**config.mk**
```make
export PLATFORM = sky130hd
export DESIGN_NAME = spell_sram_arbiter_flat
export DESIGN_NICKNAME = d
export VERILOG_FILES = /design/src/rtl/spell_sram_arbiter_pkg.sv /design/src/rtl/spell_sram_arbiter_if.sv /design/src/rtl/spell_wb_watchdog.sv /design/src/rtl/spell_sram_arbiter.sv /design/src/flat_wrapper.sv
export SDC_FILE = /design/constraint.sdc
export NUM_CORES = 1
export LEC_CHECK = 0
export ABC_CLOCK_PERIOD_IN_PS = 6000
export CAP_MARGIN = 25
export CELL_PAD_IN_SITES_DETAIL_PLACEMENT = 1
export CELL_PAD_IN_SITES_GLOBAL_PLACEMENT = 1
export CORE_ASPECT_RATIO = 1.75
export CORE_UTILIZATION = 18
export CTS_CLUSTER_SIZE = 8
export DETAILED_ROUTE_END_ITERATION = 10
export PLACE_DENSITY_LB_ADDON = 0.1
export REMOVE_ABC_BUFFERS = 1
export SYNTH_ARGS = -nofsm -noshare
export SYNTH_HDL_FRONTEND = slang
export SYNTH_SLANG_ARGS = --single-unit
```
**constraint.sdc**
```tcl
create_clock -name clock -period 6 [get_ports clock]
set_input_delay 0.9 -clock clock [delete_from_list [all_inputs] [get_ports clock]]
set_output_delay 0.9 -clock clock [all_outputs]
set_load 0.005 [all_outputs]
```
**src/rtl/spell_sram_arbiter_pkg.sv**
```systemverilog
// Shared definitions for the spell SRAM arbiter: FSM state encoding and watchdog defaults.
// Imported by the arbiter, its watchdog and the bus interface users.
package spell_sram_arbiter_pkg;

  typedef enum logic [1:0] {
    ArbIdle   = 2'd0,
    ArbGrant0 = 2'd1,
    ArbGrant1 = 2'd2,
    ArbAbort  = 2'd3
  } arb_state_e;

  localparam int unsigned TimeoutCyclesDefault = 255;
  localparam int unsigned WdCountWidth         = 16;

  // Debug owner code: {granted, which requester}.
  localparam logic [1:0] OwnerNone = 2'b00;
  localparam logic [1:0] OwnerM0   = 2'b10;
  localparam logic [1:0] OwnerM1   = 2'b11;

endpackage

```
**src/rtl/spell_sram_arbiter_if.sv**
```systemverilog
// Wishbone signal bundle between two requesters, the arbiter and the OpenRAM port.
// slave = the arbiter's view; master = the surrounding requesters and memory.
interface spell_sram_arbiter_if;

  logic        m0_cyc_i;
  logic        m0_stb_i;
  logic        m0_we_i;
  logic [3:0]  m0_sel_i;
  logic [31:0] m0_adr_i;
  logic [31:0] m0_dat_i;
  logic [31:0] m0_dat_o;
  logic        m0_ack_o;
  logic        m0_err_o;

  logic        m1_cyc_i;
  logic        m1_stb_i;
  logic        m1_we_i;
  logic [3:0]  m1_sel_i;
  logic [31:0] m1_adr_i;
  logic [31:0] m1_dat_i;
  logic [31:0] m1_dat_o;
  logic        m1_ack_o;
  logic        m1_err_o;

  logic        sram_cyc_o;
  logic        sram_stb_o;
  logic        sram_we_o;
  logic [3:0]  sram_sel_o;
  logic [31:0] sram_adr_o;
  logic [31:0] sram_dat_o;
  logic [31:0] sram_dat_i;
  logic        sram_ack_i;

  modport slave (
    input  m0_cyc_i, m0_stb_i, m0_we_i, m0_sel_i, m0_adr_i, m0_dat_i,
    output m0_dat_o, m0_ack_o, m0_err_o,
    input  m1_cyc_i, m1_stb_i, m1_we_i, m1_sel_i, m1_adr_i, m1_dat_i,
    output m1_dat_o, m1_ack_o, m1_err_o,
    output sram_cyc_o, sram_stb_o, sram_we_o, sram_sel_o, sram_adr_o, sram_dat_o,
    input  sram_dat_i, sram_ack_i
  );

  modport master (
    output m0_cyc_i, m0_stb_i, m0_we_i, m0_sel_i, m0_adr_i, m0_dat_i,
    input  m0_dat_o, m0_ack_o, m0_err_o,
    output m1_cyc_i, m1_stb_i, m1_we_i, m1_sel_i, m1_adr_i, m1_dat_i,
    input  m1_dat_o, m1_ack_o, m1_err_o,
    input  sram_cyc_o, sram_stb_o, sram_we_o, sram_sel_o, sram_adr_o, sram_dat_o,
    output sram_dat_i, sram_ack_i
  );

endinterface

```
**src/rtl/spell_wb_watchdog.sv**
```systemverilog
// Wishbone transfer watchdog: counts stalled beats and flags when the limit is reached.
// Clear has priority over enable; the count holds when neither is asserted.
module spell_wb_watchdog
  import spell_sram_arbiter_pkg::*;
#(
  parameter int unsigned LIMIT = TimeoutCyclesDefault,
  parameter int unsigned WIDTH = WdCountWidth
) (
  input  logic clock,
  input  logic reset_n,
  input  logic clear_i,
  input  logic enable_i,
  output logic expired_o
);

  localparam logic [WIDTH-1:0] Threshold = WIDTH'(LIMIT - 1);

  logic [WIDTH-1:0] count_q;
  logic [WIDTH-1:0] count_d;

  always_comb begin
    count_d = count_q;
    if (clear_i) begin
      count_d = '0;
    end else if (enable_i) begin
      count_d = count_q + 1'b1;
    end
  end

  always_ff @(posedge clock or negedge reset_n) begin
    if (!reset_n) begin
      count_q <= '0;
    end else begin
      count_q <= count_d;
    end
  end

  // Expiry is a level on the current count; the owner decides whether ack overrides it.
  assign expired_o = (count_q == Threshold);

endmodule

```
**src/rtl/spell_sram_arbiter.sv**
```systemverilog
// Round-robin arbiter sharing the OpenRAM Wishbone port between the spell core (m0) and
// the host bridge (m1). The grant lasts a whole cyc; a watchdog aborts unacknowledged beats.
module spell_sram_arbiter
  import spell_sram_arbiter_pkg::*;
#(
  parameter int unsigned TIMEOUT_CYCLES = TimeoutCyclesDefault
) (
  input  logic                 clock,
  input  logic                 reset_n,
  spell_sram_arbiter_if.slave  bus,
  output logic [1:0]           owner_o
);

  arb_state_e state_q;
  arb_state_e state_d;
  logic       last_owner_q;
  logic       last_owner_d;

  logic granted0;
  logic granted1;
  logic owner_cyc;
  logic owner_stb;
  logic wd_clear;
  logic wd_enable;
  logic wd_expired;
  logic timeout;

  assign granted0  = (state_q == ArbGrant0);
  assign granted1  = (state_q == ArbGrant1);
  assign owner_cyc = (granted0 & bus.m0_cyc_i) | (granted1 & bus.m1_cyc_i);
  assign owner_stb = (granted0 & bus.m0_stb_i) | (granted1 & bus.m1_stb_i);

  // Counter sits at zero outside a grant, so every grant starts from a clean count.
  assign wd_clear  = ~(granted0 | granted1) | bus.sram_ack_i;
  assign wd_enable = owner_stb & ~bus.sram_ack_i;

  // An ack in the threshold cycle wins, and a dropped cyc ends the cycle without error.
  assign timeout = owner_cyc & owner_stb & ~bus.sram_ack_i & wd_expired;

  spell_wb_watchdog #(
    .LIMIT (TIMEOUT_CYCLES),
    .WIDTH (WdCountWidth)
  ) u_watchdog (
    .clock     (clock),
    .reset_n   (reset_n),
    .clear_i   (wd_clear),
    .enable_i  (wd_enable),
    .expired_o (wd_expired)
  );

  always_ff @(posedge clock or negedge reset_n) begin
    if (!reset_n) begin
      state_q      <= ArbIdle;
      last_owner_q <= 1'b1;
    end else begin
      state_q      <= state_d;
      last_owner_q <= last_owner_d;
    end
  end

  always_comb begin
    state_d      = state_q;
    last_owner_d = last_owner_q;
    case (state_q)
      ArbIdle: begin
        if (bus.m0_cyc_i && bus.m1_cyc_i) begin
          // Tie: the requester that did not own the bus last time wins.
          state_d      = last_owner_q ? ArbGrant0 : ArbGrant1;
          last_owner_d = ~last_owner_q;
        end else if (bus.m0_cyc_i) begin
          state_d      = ArbGrant0;
          last_owner_d = 1'b0;
        end else if (bus.m1_cyc_i) begin
          state_d      = ArbGrant1;
          last_owner_d = 1'b1;
        end
      end
      ArbGrant0: begin
        if (!bus.m0_cyc_i) begin
          state_d = ArbIdle;
        end else if (timeout) begin
          state_d = ArbAbort;
        end
      end
      ArbGrant1: begin
        if (!bus.m1_cyc_i) begin
          state_d = ArbIdle;
        end else if (timeout) begin
          state_d = ArbAbort;
        end
      end
      ArbAbort: begin
        // last_owner still names the aborted requester; wait for it to release cyc.
        if (!(last_owner_q ? bus.m1_cyc_i : bus.m0_cyc_i)) begin
          state_d = ArbIdle;
        end
      end
      default: state_d = ArbIdle;
    endcase
  end

  always_comb begin
    bus.sram_cyc_o = 1'b0;
    bus.sram_stb_o = 1'b0;
    bus.sram_we_o  = 1'b0;
    bus.sram_sel_o = '0;
    bus.sram_adr_o = '0;
    bus.sram_dat_o = '0;
    bus.m0_ack_o   = 1'b0;
    bus.m0_err_o   = 1'b0;
    bus.m0_dat_o   = '0;
    bus.m1_ack_o   = 1'b0;
    bus.m1_err_o   = 1'b0;
    bus.m1_dat_o   = '0;
    owner_o        = OwnerNone;
    case (state_q)
      ArbGrant0: begin
        bus.sram_cyc_o = bus.m0_cyc_i;
        bus.sram_stb_o = bus.m0_stb_i;
        bus.sram_we_o  = bus.m0_we_i;
        bus.sram_sel_o = bus.m0_sel_i;
        bus.sram_adr_o = bus.m0_adr_i;
        bus.sram_dat_o = bus.m0_dat_i;
        bus.m0_ack_o   = bus.sram_ack_i;
        bus.m0_err_o   = timeout;
        bus.m0_dat_o   = bus.sram_dat_i;
        owner_o        = OwnerM0;
      end
      ArbGrant1: begin
        bus.sram_cyc_o = bus.m1_cyc_i;
        bus.sram_stb_o = bus.m1_stb_i;
        bus.sram_we_o  = bus.m1_we_i;
        bus.sram_sel_o = bus.m1_sel_i;
        bus.sram_adr_o = bus.m1_adr_i;
        bus.sram_dat_o = bus.m1_dat_i;
        bus.m1_ack_o   = bus.sram_ack_i;
        bus.m1_err_o   = timeout;
        bus.m1_dat_o   = bus.sram_dat_i;
        owner_o        = OwnerM1;
      end
      default: begin
        owner_o = OwnerNone;
      end
    endcase
  end

endmodule

```
**src/flat_wrapper.sv**
```systemverilog
// flat-port wrapper written by rule: the top's interface ports become plain ports
module spell_sram_arbiter_flat import spell_sram_arbiter_pkg::*;
#(
  parameter int unsigned TIMEOUT_CYCLES = TimeoutCyclesDefault
)
  (clock, reset_n, owner_o, bus_m0_cyc_i, bus_m0_stb_i, bus_m0_we_i, bus_m0_sel_i, bus_m0_adr_i, bus_m0_dat_i, bus_m0_dat_o, bus_m0_ack_o, bus_m0_err_o, bus_m1_cyc_i, bus_m1_stb_i, bus_m1_we_i, bus_m1_sel_i, bus_m1_adr_i, bus_m1_dat_i, bus_m1_dat_o, bus_m1_ack_o, bus_m1_err_o, bus_sram_cyc_o, bus_sram_stb_o, bus_sram_we_o, bus_sram_sel_o, bus_sram_adr_o, bus_sram_dat_o, bus_sram_dat_i, bus_sram_ack_i);
  spell_sram_arbiter_if bus_i ();
  input  logic clock;
  input  logic reset_n;
  output logic [1:0] owner_o;
  input wire logic [$bits(bus_i.m0_cyc_i)-1:0] bus_m0_cyc_i;
  input wire logic [$bits(bus_i.m0_stb_i)-1:0] bus_m0_stb_i;
  input wire logic [$bits(bus_i.m0_we_i)-1:0] bus_m0_we_i;
  input wire logic [$bits(bus_i.m0_sel_i)-1:0] bus_m0_sel_i;
  input wire logic [$bits(bus_i.m0_adr_i)-1:0] bus_m0_adr_i;
  input wire logic [$bits(bus_i.m0_dat_i)-1:0] bus_m0_dat_i;
  output wire logic [$bits(bus_i.m0_dat_o)-1:0] bus_m0_dat_o;
  output wire logic [$bits(bus_i.m0_ack_o)-1:0] bus_m0_ack_o;
  output wire logic [$bits(bus_i.m0_err_o)-1:0] bus_m0_err_o;
  input wire logic [$bits(bus_i.m1_cyc_i)-1:0] bus_m1_cyc_i;
  input wire logic [$bits(bus_i.m1_stb_i)-1:0] bus_m1_stb_i;
  input wire logic [$bits(bus_i.m1_we_i)-1:0] bus_m1_we_i;
  input wire logic [$bits(bus_i.m1_sel_i)-1:0] bus_m1_sel_i;
  input wire logic [$bits(bus_i.m1_adr_i)-1:0] bus_m1_adr_i;
  input wire logic [$bits(bus_i.m1_dat_i)-1:0] bus_m1_dat_i;
  output wire logic [$bits(bus_i.m1_dat_o)-1:0] bus_m1_dat_o;
  output wire logic [$bits(bus_i.m1_ack_o)-1:0] bus_m1_ack_o;
  output wire logic [$bits(bus_i.m1_err_o)-1:0] bus_m1_err_o;
  output wire logic [$bits(bus_i.sram_cyc_o)-1:0] bus_sram_cyc_o;
  output wire logic [$bits(bus_i.sram_stb_o)-1:0] bus_sram_stb_o;
  output wire logic [$bits(bus_i.sram_we_o)-1:0] bus_sram_we_o;
  output wire logic [$bits(bus_i.sram_sel_o)-1:0] bus_sram_sel_o;
  output wire logic [$bits(bus_i.sram_adr_o)-1:0] bus_sram_adr_o;
  output wire logic [$bits(bus_i.sram_dat_o)-1:0] bus_sram_dat_o;
  input wire logic [$bits(bus_i.sram_dat_i)-1:0] bus_sram_dat_i;
  input wire logic [$bits(bus_i.sram_ack_i)-1:0] bus_sram_ack_i;
  assign bus_i.m0_cyc_i = bus_m0_cyc_i;
  assign bus_i.m0_stb_i = bus_m0_stb_i;
  assign bus_i.m0_we_i = bus_m0_we_i;
  assign bus_i.m0_sel_i = bus_m0_sel_i;
  assign bus_i.m0_adr_i = bus_m0_adr_i;
  assign bus_i.m0_dat_i = bus_m0_dat_i;
  assign bus_m0_dat_o = bus_i.m0_dat_o;
  assign bus_m0_ack_o = bus_i.m0_ack_o;
  assign bus_m0_err_o = bus_i.m0_err_o;
  assign bus_i.m1_cyc_i = bus_m1_cyc_i;
  assign bus_i.m1_stb_i = bus_m1_stb_i;
  assign bus_i.m1_we_i = bus_m1_we_i;
  assign bus_i.m1_sel_i = bus_m1_sel_i;
  assign bus_i.m1_adr_i = bus_m1_adr_i;
  assign bus_i.m1_dat_i = bus_m1_dat_i;
  assign bus_m1_dat_o = bus_i.m1_dat_o;
  assign bus_m1_ack_o = bus_i.m1_ack_o;
  assign bus_m1_err_o = bus_i.m1_err_o;
  assign bus_sram_cyc_o = bus_i.sram_cyc_o;
  assign bus_sram_stb_o = bus_i.sram_stb_o;
  assign bus_sram_we_o = bus_i.sram_we_o;
  assign bus_sram_sel_o = bus_i.sram_sel_o;
  assign bus_sram_adr_o = bus_i.sram_adr_o;
  assign bus_sram_dat_o = bus_i.sram_dat_o;
  assign bus_i.sram_dat_i = bus_sram_dat_i;
  assign bus_i.sram_ack_i = bus_sram_ack_i;
  spell_sram_arbiter #(.TIMEOUT_CYCLES(TIMEOUT_CYCLES)) u_core (.clock(clock), .reset_n(reset_n), .bus(bus_i), .owner_o(owner_o));
endmodule
```
==> flow_summary.json, run 1 <==
{
  "htree_levels": 1,
  "die_area_sq_um": 15500,
  "min_path_cells": 2,
  "synth_area_per_cell_sq_um": 7.49,
  "grt_overflow": 0,
  "p_int_mw": 1.04,
  "grt_pass1_vias": 3959,
  "dpl-instance-area_sq_um": 5980,
  "area_delta_synth_final_pct": 126,
  "worstSetupStartpointType": "flop",
  "rows": 58,
  "synth_cell_type_count": 41,
  "regArea_sq_um": 477,
  "netSwitchingFraction_pct": 40.7,
  "cp.required_ns": 5.10,
  "initial_core_util_pct": 18.6,
  "min_path_type": "reg -> reg",
  "clock-sinks": 19,
  "clockPowerShare_pct": 8.2,
  "end_kind": "output pin",
  "final_util_pct": 41.9,
  "dp.cells": 822,
  "status": "completed",
  "hold_viol": 0,
  "cts_hold_buffers": 0,
  "p_total_mw": 1.76,
  "setup_viol": 0,
  "drcViolationCount": 0,
  "dr.max_layer_used": "met5",
  "comb_power_share_pct": 82.7,
  "met1_length_mm": 6.68,
  "stdcell_area_sq_um": 6090,
  "rrSetupSlack_ns": 3.23,
  "cts_buffer_depth": 2,
  "cts_resized": 0,
  "multi_input_area_sq_um": 2070,
  "regToRegEndpoint": "u_core.state_q[1]",
  "die_x_um": 94.5,
  "whs_endpoint": "u_core.last_owner_q",
  "met3_length_mm": 2.57,
  "grt_start_max_net_pins": 90,
  "place_hpwl_mm": 15.0,
  "die_y_um": 164,
  "vdd_drop_max_v": 0.000206,
  "core-area_sq_um": 14500,
  "slew_headroom_pct": 37.9,
  "dr.pass1.iters": 6,
  "pwr-share-seq_pct": 9.1,
  "antenna_found_initial": 7,
  "rsz0062_at_grt": "no",
  "ctsRootBufferMaster": "clkbuf_16",
  "r2r-start": "u_core.state_q[0]",
  "numCtsBuffers": 3,
  "p_leak_nw": 2.17,
  "period_share_pct": 72.6,
  "gp_congestion": 0.873,
  "grt_usage_pct": 22.6,
  "max_cap_violations": 0,
  "routed-via-count": 3860,
  "final_layout_size_suffix_gt1_share_pct": 2.63,
  "finalCriticalPeriod_ns": 4.35,
  "yosys_warnings": 0,
  "path_clk_slew_ns": 0.06,
  "final_cell_mix": "317 x clkdlybuf4s50_1, 71 x nor2b_1, 71 x and2_1, 70 x a22oi_1, 18 x dfrtp_1",
  "synth_seq_area_share_pct": 17.7,
  "totalWireLength_mm": 18.4,
  "worst_r2r_path_depth": 6,
  "tns_ns": 0,
  "fin_skew_ns": 0.00477,
  "mostFrequentLayoutCell": "clkdlybuf4s50_1",
  "ys_ff_latch": 19,
  "nets": 833,
  "crit_fanout": 89,
  "grt_pass1_wl_mm": 25.8,
  "ant_nets": 0,
  "io_pins": 318,
  "wl_met2_mm": 8.64,
  "max_freq_ghz": 0.230,
  "syn_inst": 360,
  "layout.cells.non_filler": 831,
  "synthesis.area_sq_um": 2700,
  "nFillCells": 1706,
  "clock_latency_ns": 0.26,
  "p_sw_uw": 715,
  "port_buffers": 317,
  "drtIter0Drc": 159,
  "worstHoldStart": "u_core.last_owner_q",
  "crit_type": "reg -> out",
  "powerDensity_nw_per_um2": 288,
  "worstMarginPinSlew_ns": 0.929,
  "wl_per_cell_um": 22.1,
  "via_per_inst": 4.65,
  "cts_setup_buffers": 0,
  "cp.arrival_ns": 3.45,
  "final_max_slew_viol_count": 0,
  "cts_tree": "built"
}
-- how the worst max path moves through the flow --
stage | to | startpoint | depth (start not counted)
2_1_floorplan | bus_m0_err_o | u_core.state_q[0] | 6
6_report | bus_m1_err_o | u_core.state_q[0] | 7
3_3_place_gp | bus_m0_err_o | bus_m1_stb_i | 6
5_1_grt | bus_m1_err_o | u_core.state_q[0] | 7
4_1_cts | bus_m1_err_o | u_core.state_q[0] | 7
3_5_place_dp | bus_m1_err_o | bus_m1_stb_i | 6
-- layout make-up --
type | instances | share of cell area (%)
repair buffers | 320 | 52.7
well taps | 180 | 3.70
diodes | 4 | 0.164
inverters | 4 | 0.247
multi-input cells | 300 | 34.1
flip-flops and latches | 19 | 7.83
clock buffers | 4 | 1.29
-- cell usage after synthesis, drive strengths merged --
master  count  share of area (%)
nand2b      2               0.46
a31oi       1               0.23
o21ai       4               0.74
buf         9                1.9
inv         4               0.56
a21oi       3               0.56
and4        2               0.65
and2       72                 17
nor4b       1               0.33
mux2        1               0.42
a22o        1               0.33
nor2       17                2.4
clkbuf     28                3.9
or2         2               0.46
nand4       8                2.4
xor2       11                3.6
nor3        1               0.19
or3b        1               0.33
dfstp       1               0.98
dfrtp      18                 17
a211oi      1               0.28
or4         2               0.70
o311a       2               0.74
nand2       5               0.70
ha          8                3.7
nand3       4               0.93
a22oi      71                 20
a21boi      1               0.28
and3        5                1.2
nor2b      71                 16
or3         2               0.46
nor4        1               0.79
-- state kept, by name (all words and copies together), names as in the netlist --
name / count
u_core.state_q: 2
u_core.u_watchdog.count_q: 16
u_core.last_owner_q: 1
-- worst max-delay path, stage by stage, from the launching register on --
cell             delay, ns
dfrtp_1               0.45
inv_1                 0.20
ha_4                  0.30
buf_4                 0.69
a22oi_1               0.38
nor4_4                0.47
and2_1                0.18
clkdlybuf4s50_1       0.51
-- power groups by stage --
stage | Clock, mW | Sequential, mW | Combinational, mW
final | 0.144 | 0.160 | 1.45
after global routing | 0.149 | 0.162 | 1.58
after CTS | 0.145 | 0.160 | 1.46
after detailed placement | 0 | 0.163 | 1.45
after global placement | 0 | 0.160 | 1.43
after floorplan | 0 | 0.155 | 0.615
-- layer usage --
metal / up-vias / global-route usage, %
met5: - / 0
met4: 4 / 6.96
met3: 25 / 11.7
met2: 205 / 37.6
met1: 1792 / 24.8
li1: 1834 / -
-- cell families after synthesis --
kind of cell / Yosys count / share of synthesized area [%]
and+or+nand+nor: 196 / 45.1
AOI/OAI and AO/OA: 84 / 23.1
buffers and inverters: 41 / 6.36
DFF: 19 / 17.7
xor gates and xnor gates: 11 / 3.57
adders and majority gates: 8 / 3.71
muxes: 1 / 0.418
-- stage by stage --
| step | setup WS [ns] | hold slack (ns) |
|---|---|---|
| floorplan | 1.64 | 0.498 |
| global placement | 1.89 | 0.519 |
| detailed placement | 1.85 | 0.537 |
| CTS | 1.59 | 0.545 |
| global route | 1.39 | 0.584 |
| finish | 1.65 | 0.543 |
Note: power is estimated with default switching activity, not from simulation.
==> inputs of run 2 (changes only) <==
--- a/config.mk
+++ b/config.mk
@@ -5,12 +5,12 @@
 export SDC_FILE = /design/constraint.sdc
 export NUM_CORES = 1
 export LEC_CHECK = 0
-export ABC_CLOCK_PERIOD_IN_PS = 6000
+export ABC_CLOCK_PERIOD_IN_PS = 3700
 export CAP_MARGIN = 25
 export CELL_PAD_IN_SITES_DETAIL_PLACEMENT = 1
 export CELL_PAD_IN_SITES_GLOBAL_PLACEMENT = 1
 export CORE_ASPECT_RATIO = 1.75
-export CORE_UTILIZATION = 18
+export CORE_UTILIZATION = 15
 export CTS_CLUSTER_SIZE = 8
 export DETAILED_ROUTE_END_ITERATION = 10
 export PLACE_DENSITY_LB_ADDON = 0.1
==> constraint.sdc (replaced) <==
create_clock -name clock -period 3.7 [get_ports clock]
set_input_delay 0.555 -clock clock [delete_from_list [all_inputs] [get_ports clock]]
set_output_delay 0.555 -clock clock [all_outputs]
set_load 0.005 [all_outputs]
==> run 2 against run 1 <==
Combinational power up 63%; critical path depth decreased by 1; worst setup slack worse by 1.2 ns; clock skew barely moved; via count up 1.1%; final cell count increased by 6.5%; global-route usage decreased by 2.1 points; non-clock buffer count up 2; sequential power grew 61%; routed wire length up 7.3%; critical endpoint is now bus_sram_dat_o[9].
==> flow_summary.json, run 2 (synthesis gave the netlist of run 1 again) <==
{
  "status": "completed",
  "nFillCells": 2043,
  "p_total_mw": 2.84,
  "largest_reg_flops": 16,
  "ctsRootBufferMaster": "clkbuf_16",
  "routed-via-count": 3904,
  "end_kind": "output pin",
  "cp.arrival_ns": 2.65,
  "rsz0062_at_grt": "no",
  "drtIter0Drc": 99,
  "gp_congestion": 0.815,
  "dr.pass1.iters": 5,
  "mostFrequentLayoutCell": "clkdlybuf4s50_1",
  "cp.required_ns": 3.14,
  "core-area_sq_um": 17500,
  "vdd_drop_max_v": 0.000304,
  "pre_cts_ws_ns": 0.717,
  "worstMarginPinSlew_ns": 0.922,
  "numCtsBuffers": 3,
  "grt_pass1_wl_mm": 27.2,
  "die_area_sq_um": 18500,
  "setup_viol": 0,
  "max_cap_violations": 0,
  "clock_latency_ns": 0.25,
  "reg_top3": "u_core.u_watchdog.count_q (16), u_core.state_q (2), u_core.last_owner_q (1)",
  "place_hpwl_mm": 16.6,
  "cts_resized": 0,
  "nets": 835,
  "clock-sinks": 19,
  "max_freq_ghz": 0.312,
  "rows": 64,
  "via_per_inst": 4.41,
  "p_leak_nw": 2.18,
  "holdWs_ns": 0.555,
  "final_max_slew_viol_count": 0,
  "die_x_um": 103,
  "min_path_type": "reg -> reg",
  "worst_slack_ns": 0.495,
  "finalCriticalPeriod_ns": 3.20,
  "grt_overflow": 0,
  "port_buffers": 317,
  "ant_nets": 0,
  "grt_pass1_vias": 4023,
  "final_cell_mix": "317 x clkdlybuf4s50_1, 71 x nor2b_1, 71 x and2_1, 70 x a22oi_1, 18 x dfrtp_1",
  "fin_skew_ns": 0.00463,
  "wl_per_cell_um": 22.3,
  "path_clk_slew_ns": 0.05,
  "htree_levels": 1,
  "hold_viol": 0,
  "top_register": "u_core.u_watchdog.count_q",
  "crit_fanout": 85,
  "final_layout_size_suffix_gt1_share_pct": 2.77,
  "die_y_um": 179,
  "cts_buffer_depth": 2,
  "period_share_pct": 86.6,
  "area_delta_synth_final_pct": 129,
  "grt_start_max_net_pins": 86,
  "io_pins": 318,
  "slew_headroom_pct": 38.4,
  "totalWireLength_mm": 19.7,
  "worstSetupStartpointType": "flop",
  "tns_ns": 0,
  "initial_core_util_pct": 15.4,
  "cts_tree": "built",
  "grt_usage_pct": 20.5,
  "drcViolationCount": 0,
  "crit_type": "reg -> out",
  "cts_hold_buffers": 0,
  "cts_setup_buffers": 0,
  "antenna_found_initial": 10,
  "powerDensity_nw_per_um2": 461
}
-- run 2: cell count changes in the layout (fill, tap and decap cells not counted) --
| cell | previous run | this run |
|---|---|---|
| ha_2 | 1 | 2 |
| buf_4 | 2 | 3 |
| buf_12 | 1 | 2 |
| ha_1 | 5 | 6 |
| ha_4 | 2 | 0 |
| diode_2 | 4 | 5 |
-- run 2: metal layers --
metal | wire length, um | vias to the layer above | track usage, %
li1 | - | 1839 | -
met3 | 2590 | 19 | 10.9
met4 | 196 | 10 | 3.93
met5 | 52 | - | 0
met1 | 7320 | 1851 | 21.6
met2 | 9560 | 185 | 35.9
-- run 2: layout make-up --
| cell class | count | area [sq um] | share of cell area [%] |
|---|---|---|---|
| timing repair buffer | 322 | 3240 | 52.5 |
| multi-input combinational | 300 | 2050 | 33.3 |
| sequential | 19 | 477 | 7.74 |
| tap | 231 | 289 | 4.69 |
| clock buffer | 4 | 78.8 | 1.28 |
| inverter | 4 | 15.0 | 0.244 |
| antenna | 5 | 12.5 | 0.203 |
-- run 2: worst paths after layout --
check	startpoint	end	slack, ns	cells after the start
worst max-delay path	u_core.state_q[0]	bus_sram_dat_o[9]	0.50	6
worst max register to register	u_core.state_q[1]	u_core.u_watchdog.count_q[13]	1.33	7
worst min-delay path	u_core.last_owner_q	u_core.last_owner_q	0.55	2
worst min register to register	u_core.last_owner_q	u_core.last_owner_q	0.55	2
min in group asynchronous	reset_n	u_core.u_watchdog.count_q[2]	0.82	1
max in group asynchronous	reset_n	u_core.u_watchdog.count_q[10]	2.32	1
-- run 2: power by group --
| part | total [mW] | switching [mW] | leakage [nW] | internal, mW |
|---|---|---|---|---|
| registers | 0.257 | 0.0265 | 0.260 | 0.231 |
| logic | 2.36 | 1.05 | 1.88 | 1.30 |
| clock network | 0.224 | 0.0775 | 0.0382 | 0.147 |
| total | 2.84 | 1.16 | 2.18 | 1.68 |
-- run 2: stage by stage --
stage | cell area, sq um | utilization [%] | std cells
after floorplan | 2540 | - | 323
after global placement | 6070 | 34.6 | 876
after detailed placement | 6070 | 34.6 | 876
after CTS | 6150 | 35.1 | 880
after global routing | 6150 | 35.1 | 882
final | 6160 | 35.1 | 885
-- run 2: worst max-delay path, stage by stage, from the launching register on --
cell and delay (ns):
dfrtp_1 0.42, inv_1 0.15, ha_2 0.46, buf_12 0.36
a22oi_1 0.18, nor2b_1 0.18, clkdlybuf4s50_1 0.58
==> inputs of run 3 (changes only) <==
--- a/config.mk
+++ b/config.mk
@@ -15,6 +15,8 @@
 export DETAILED_ROUTE_END_ITERATION = 10
 export PLACE_DENSITY_LB_ADDON = 0.1
 export REMOVE_ABC_BUFFERS = 1
+export SETUP_SLACK_MARGIN = 0.3
+export SLEW_MARGIN = 20
 export SYNTH_ARGS = -nofsm -noshare
 export SYNTH_HDL_FRONTEND = slang
 export SYNTH_SLANG_ARGS = --single-unit
==> run 3 against run 2 <==
Die area unchanged; final cell count up 0.11%; sequential cell count unchanged; clock power about the same; global-route usage unchanged; critical path depth unchanged; design area up 0.18%; sequential power about the same; critical path type unchanged.
==> flow_summary.json, run 3 (synthesis gave the netlist of run 1 again) <==
{
  "ant_nets": 0,
  "end_kind": "output pin",
  "cts_setup_buffers": 0,
  "top_register": "u_core.u_watchdog.count_q",
  "grt_pass1_vias": 4023,
  "die_x_um": 103,
  "port_buffers": 317,
  "fin_skew_ns": 0.00425,
  "dr.pass1.iters": 4,
  "layout.cells.non_filler": 886,
  "cp.required_ns": 3.14,
  "path_buf_inv": 3,
  "cts_tree": "built",
  "htree_levels": 1,
  "initial_core_util_pct": 15.4,
  "totalWireLength_mm": 19.7,
  "clock_latency_ns": 0.25,
  "powerDensity_nw_per_um2": 460,
  "largest_reg_flops": 16,
  "routed-via-count": 3901,
  "area_delta_synth_final_pct": 129,
  "slowest_stage": "clkdlybuf4s50_1",
  "pre_cts_ws_ns": 0.717,
  "path_clk_slew_ns": 0.05,
  "hold_viol": 0,
  "worstHoldStart": "u_core.last_owner_q",
  "reg_top3": "u_core.u_watchdog.count_q (16), u_core.state_q (2), u_core.last_owner_q (1)",
  "period_share_pct": 86.7,
  "grt_start_max_net_pins": 86,
  "cp.arrival_ns": 2.65,
  "die_area_sq_um": 18500,
  "crit_type": "reg -> out",
  "worst_r2r_path_depth": 7,
  "via_per_inst": 4.40,
  "min_path_type": "reg -> reg",
  "slew_headroom_pct": 59.0,
  "path_delay_family": "buffers and inverters",
  "rrSetupSlack_ns": 1.33,
  "grt_overflow": 0,
  "wl_per_cell_um": 22.3,
  "p_total_mw": 2.84,
  "grt_usage_pct": 20.5,
  "grt_pass1_wl_mm": 27.2,
  "drtIter0Drc": 117,
  "final_layout_size_suffix_gt1_share_pct": 2.92,
  "crit_fanout": 85,
  "dpl-instance-area_sq_um": 6070,
  "worstSetupStartpointType": "flop",
  "rsz0062_at_grt": "no",
  "cts_buffer_depth": 2,
  "min_path_cells": 2,
  "status": "completed",
  "regToRegEndpoint": "u_core.u_watchdog.count_q[13]",
  "mostFrequentLayoutCell": "clkdlybuf4s50_1",
  "setup_viol": 0,
  "nets": 836,
  "max_stage_delay_ns": 0.58,
  "final_cell_mix": "317 x clkdlybuf4s50_1, 71 x nor2b_1, 71 x and2_1, 70 x a22oi_1, 18 x dfrtp_1",
  "numCtsBuffers": 3,
  "die_y_um": 179,
  "whs_endpoint": "u_core.last_owner_q",
  "finalCriticalPeriod_ns": 3.21,
  "worst_slack_ns": 0.492,
  "tns_ns": 0,
  "rows": 64,
  "final_max_slew_viol_count": 0,
  "drcViolationCount": 0,
  "cts_hold_buffers": 0,
  "ctsRootBufferMaster": "clkbuf_16",
  "dp.cells": 876,
  "max_cap_violations": 0,
  "place_hpwl_mm": 16.6,
  "clock-sinks": 19,
  "p_leak_nw": 2.18,
  "r2r-start": "u_core.state_q[1]",
  "vdd_drop_max_v": 0.000305,
  "nFillCells": 2041,
  "core-area_sq_um": 17500,
  "antenna_found_initial": 10,
  "stdcell_area_sq_um": 6170,
  "worstMarginPinSlew_ns": 0.615,
  "max_freq_ghz": 0.312,
  "cts_resized": 0,
  "gp_congestion": 0.815,
  "io_pins": 318,
  "crit_chain": "inv_1 -> ha_2 -> buf_12 -> a22oi_1 -> nor2b_1 -> clkdlybuf4s50_1"
}
## run 3: cell type report
class / count / area (sq um) / area share, %
Timing Repair Buffer: 323 / 3250 / 52.6
Multi-Input combinational cell: 300 / 2050 / 33.3
Sequential cell: 19 / 477 / 7.73
Tap cell: 231 / 289 / 4.68
Clock buffer: 4 / 78.8 / 1.28
Inverter: 4 / 15.0 / 0.243
Antenna cell: 5 / 12.5 / 0.203
## run 3: worst register-to-register path, cell delays in order, from the launching register on
cell and delay, ns:
dfrtp_1 0.44, inv_1 0.12, ha_1 0.29, buf_4 0.48, nand2b_1 0.16, buf_4 0.22
or4_1 0.52, nand2_1 0.08
## run 3: worst max-delay path by stage
stage | from | slack (ns) | depth (start not counted) | end
after floorplan | u_core.state_q[0] | -0.32 | 6 | bus_m0_err_o
after global placement | bus_m1_stb_i | 0.69 | 6 | bus_m0_err_o
after detailed placement | bus_m1_stb_i | 0.72 | 6 | bus_m0_err_o
after CTS | u_core.state_q[1] | 0.45 | 6 | bus_m0_err_o
after global routing | u_core.state_q[0] | 0.31 | 6 | bus_sram_dat_o[9]
final | u_core.state_q[0] | 0.49 | 6 | bus_sram_dat_o[9]
## run 3: routing by layer
metal / routed length [um] / track usage (%) / vias to the layer above
met1: 7300 / 21.6 / 1845
met2: 9590 / 35.9 / 183
met4: 196 / 3.93 / 10
met5: 52 / 0 / -
met3: 2590 / 10.9 / 19
li1: - / - / 1844
## run 3: report_power, final
part / internal (mW) / switching, mW / leakage (nW)
logic: 1.30 / 1.06 / 1.88
registers: 0.231 / 0.0264 / 0.260
clock network: 0.147 / 0.0776 / 0.0382
## run 3: stage by stage
| step | util (%) | hold WS, ns |
|---|---|---|
| global placement | 34.6 | 0.522 |
| finish | 35.2 | 0.555 |
| global route | 35.1 | 0.592 |
| floorplan | - | 0.259 |
| detailed placement | 34.6 | 0.548 |
| CTS | 35.1 | 0.563 |
==> RTL edit (config.mk and constraints of run 2) <==
Encoding of `arb_state_e`: now one-hot (4 bits for 4 states).
--- a/src/rtl/spell_sram_arbiter_pkg.sv
+++ b/src/rtl/spell_sram_arbiter_pkg.sv
@@ -2,11 +2,11 @@
 // Imported by the arbiter, its watchdog and the bus interface users.
 package spell_sram_arbiter_pkg;
 
-  typedef enum logic [1:0] {
-    ArbIdle   = 2'd0,
-    ArbGrant0 = 2'd1,
-    ArbGrant1 = 2'd2,
-    ArbAbort  = 2'd3
+  typedef enum logic [3:0] {
+    ArbIdle   = 4'b0001,
+    ArbGrant0 = 4'b0010,
+    ArbGrant1 = 4'b0100,
+    ArbAbort  = 4'b1000
   } arb_state_e;
 
   localparam int unsigned TimeoutCyclesDefault = 255;
Check against the original RTL: same outputs for any inputs over 10 cycles, from zero or initial values and one cycle with reset_n low; not proved beyond that.
==> RTL edit against run 2 <==
- design area is 5.1% lower
- core utilization grew 2.7 points
- die area down 11%
- sequential cell count up 2
- power decreased by 32%
- synthesized area decreased by 11%
- worst hold slack worse by 19 ps
- setup slack got worse by 180 ps
- clock power increased by 8%
- wire length is 1.0% lower
- clock skew is 0.79 ps lower
- first-iteration DRC count up 12%
- largest cell class unchanged
==> RTL edit: results (changes against run 2) <==
| Metric | Value |
|---|---|
| Status | `finished, final reports clean` |
| Hold/Removal Path Class | `in -> async` |
| Area delta synth->final | `144%` |
| Met2 wire length | `9240 um (-3.4%)` |
| Antenna diodes | `3 (-2)` |
| Worst IR Drop VDD | `289 uV (-4.8%)` |
| Max FO, Critical Path | `104 (+22%)` |
| Global Route met1 Usage | `26.1% (+4.5 points)` |
| Global-route wire length before repair | `27600 um (+1.5%)` |
| 1st-iter DRT viols | `111 (+12%)` |
| Seq/Total Area, Yosys | `22.1% (+4.4 points)` |
| Reg-to-reg critical path endpoint | `u_core.u_watchdog.count_q[8]$_DFFE_PN0P_` |
| Sw Share | `36.7% (-4.1 points)` |
| Slew Limit Headroom | `47.9% (+9.6 points)` |
| Clock skew | `3.84 ps (-0.791 ps)` |
| Largest net degree at the start of global routing | `105 (+22%)` |
| Final RePlAce weighted congestion | `0.871 (+6.8%)` |
| Clk sinks | `21 (+2)` |
| Metal3 WL | `2360 um (-8.6%)` |
| Regs by FF count | `u_core.u_watchdog.count_q (16), u_core.state_q (4), u_core.last_owner_q (1)` |
| Mapped Area | `2390 sq um (-11%)` |
| Met2 usage | `37.3% (+1.4 points)` |
| Antenna violations before repair | `8 (-2)` |
| Multi-input comb cells | `244 (-19%)` |
| Fraction of area in registers | `9.03% (+1.3 points)` |
| DP HPWL | `16000 um (-3.5%)` |
| Placed Area | `5760 sq um (-5.1%)` |
| Nets | `778 (-6.8%)` |
| Avg Vias per Cell | `4.72 (+7.0%)` |
| Top cells by instance count after synthesis | `a22o_1, and2_1, clkbuf_1, dfrtp_1, nor2_1` |
| Drt first pass iters | `4 (-1)` |
| Layout cells sized above 1 | `2.51% (-0.27 points)` |
| NonClk Buf Share | `55.5% (+3.0 points)` |
| GR Util met3 | `11.7% (+0.77 points)` |
| WP data arrival | `2830 ps (+180 ps)` |
==> RTL edit: per-stage QoR <==
stage	cells	worst slack (ps)	hold slack [ps]	total power (uW)	setup TNS, ps
finish	787	317	536	1930	0
global route	787	212	553	2050	0
CTS	784	336	540	1960	0
detailed placement	780	389	532	1700	0
global placement	779	355	524	1690	0
floorplan	272	-5100	259	772	-518640
==> RTL edit: power by group through the flow <==
stage	clock network, uW	logic (uW)	registers [uW]
finish	242	1390	300
global route	257	1490	307
CTS	247	1410	299
detailed placement	0	1390	304
global placement	0	1390	299
floorplan	0	483	289
==> RTL edit: cell families after synthesis <==
family                     share of synthesized area [%]
muxes                                               1.31
AOI/OAI and AO/OA                                   34.5
and+or+nand+nor                                     33.3
xor gates and xnor gates                            1.83
adders and majority gates                           1.05
DFF                                                 22.1
buffers and inverters                               5.91
==> RTL edit: critical path, stage by stage, from the launching register on <==
cell             delay, ps
dfrtp_1                480
or4b_1                 720
inv_2                  130
buf_12                 340
a22o_1                 220
clkdlybuf4s50_1        590
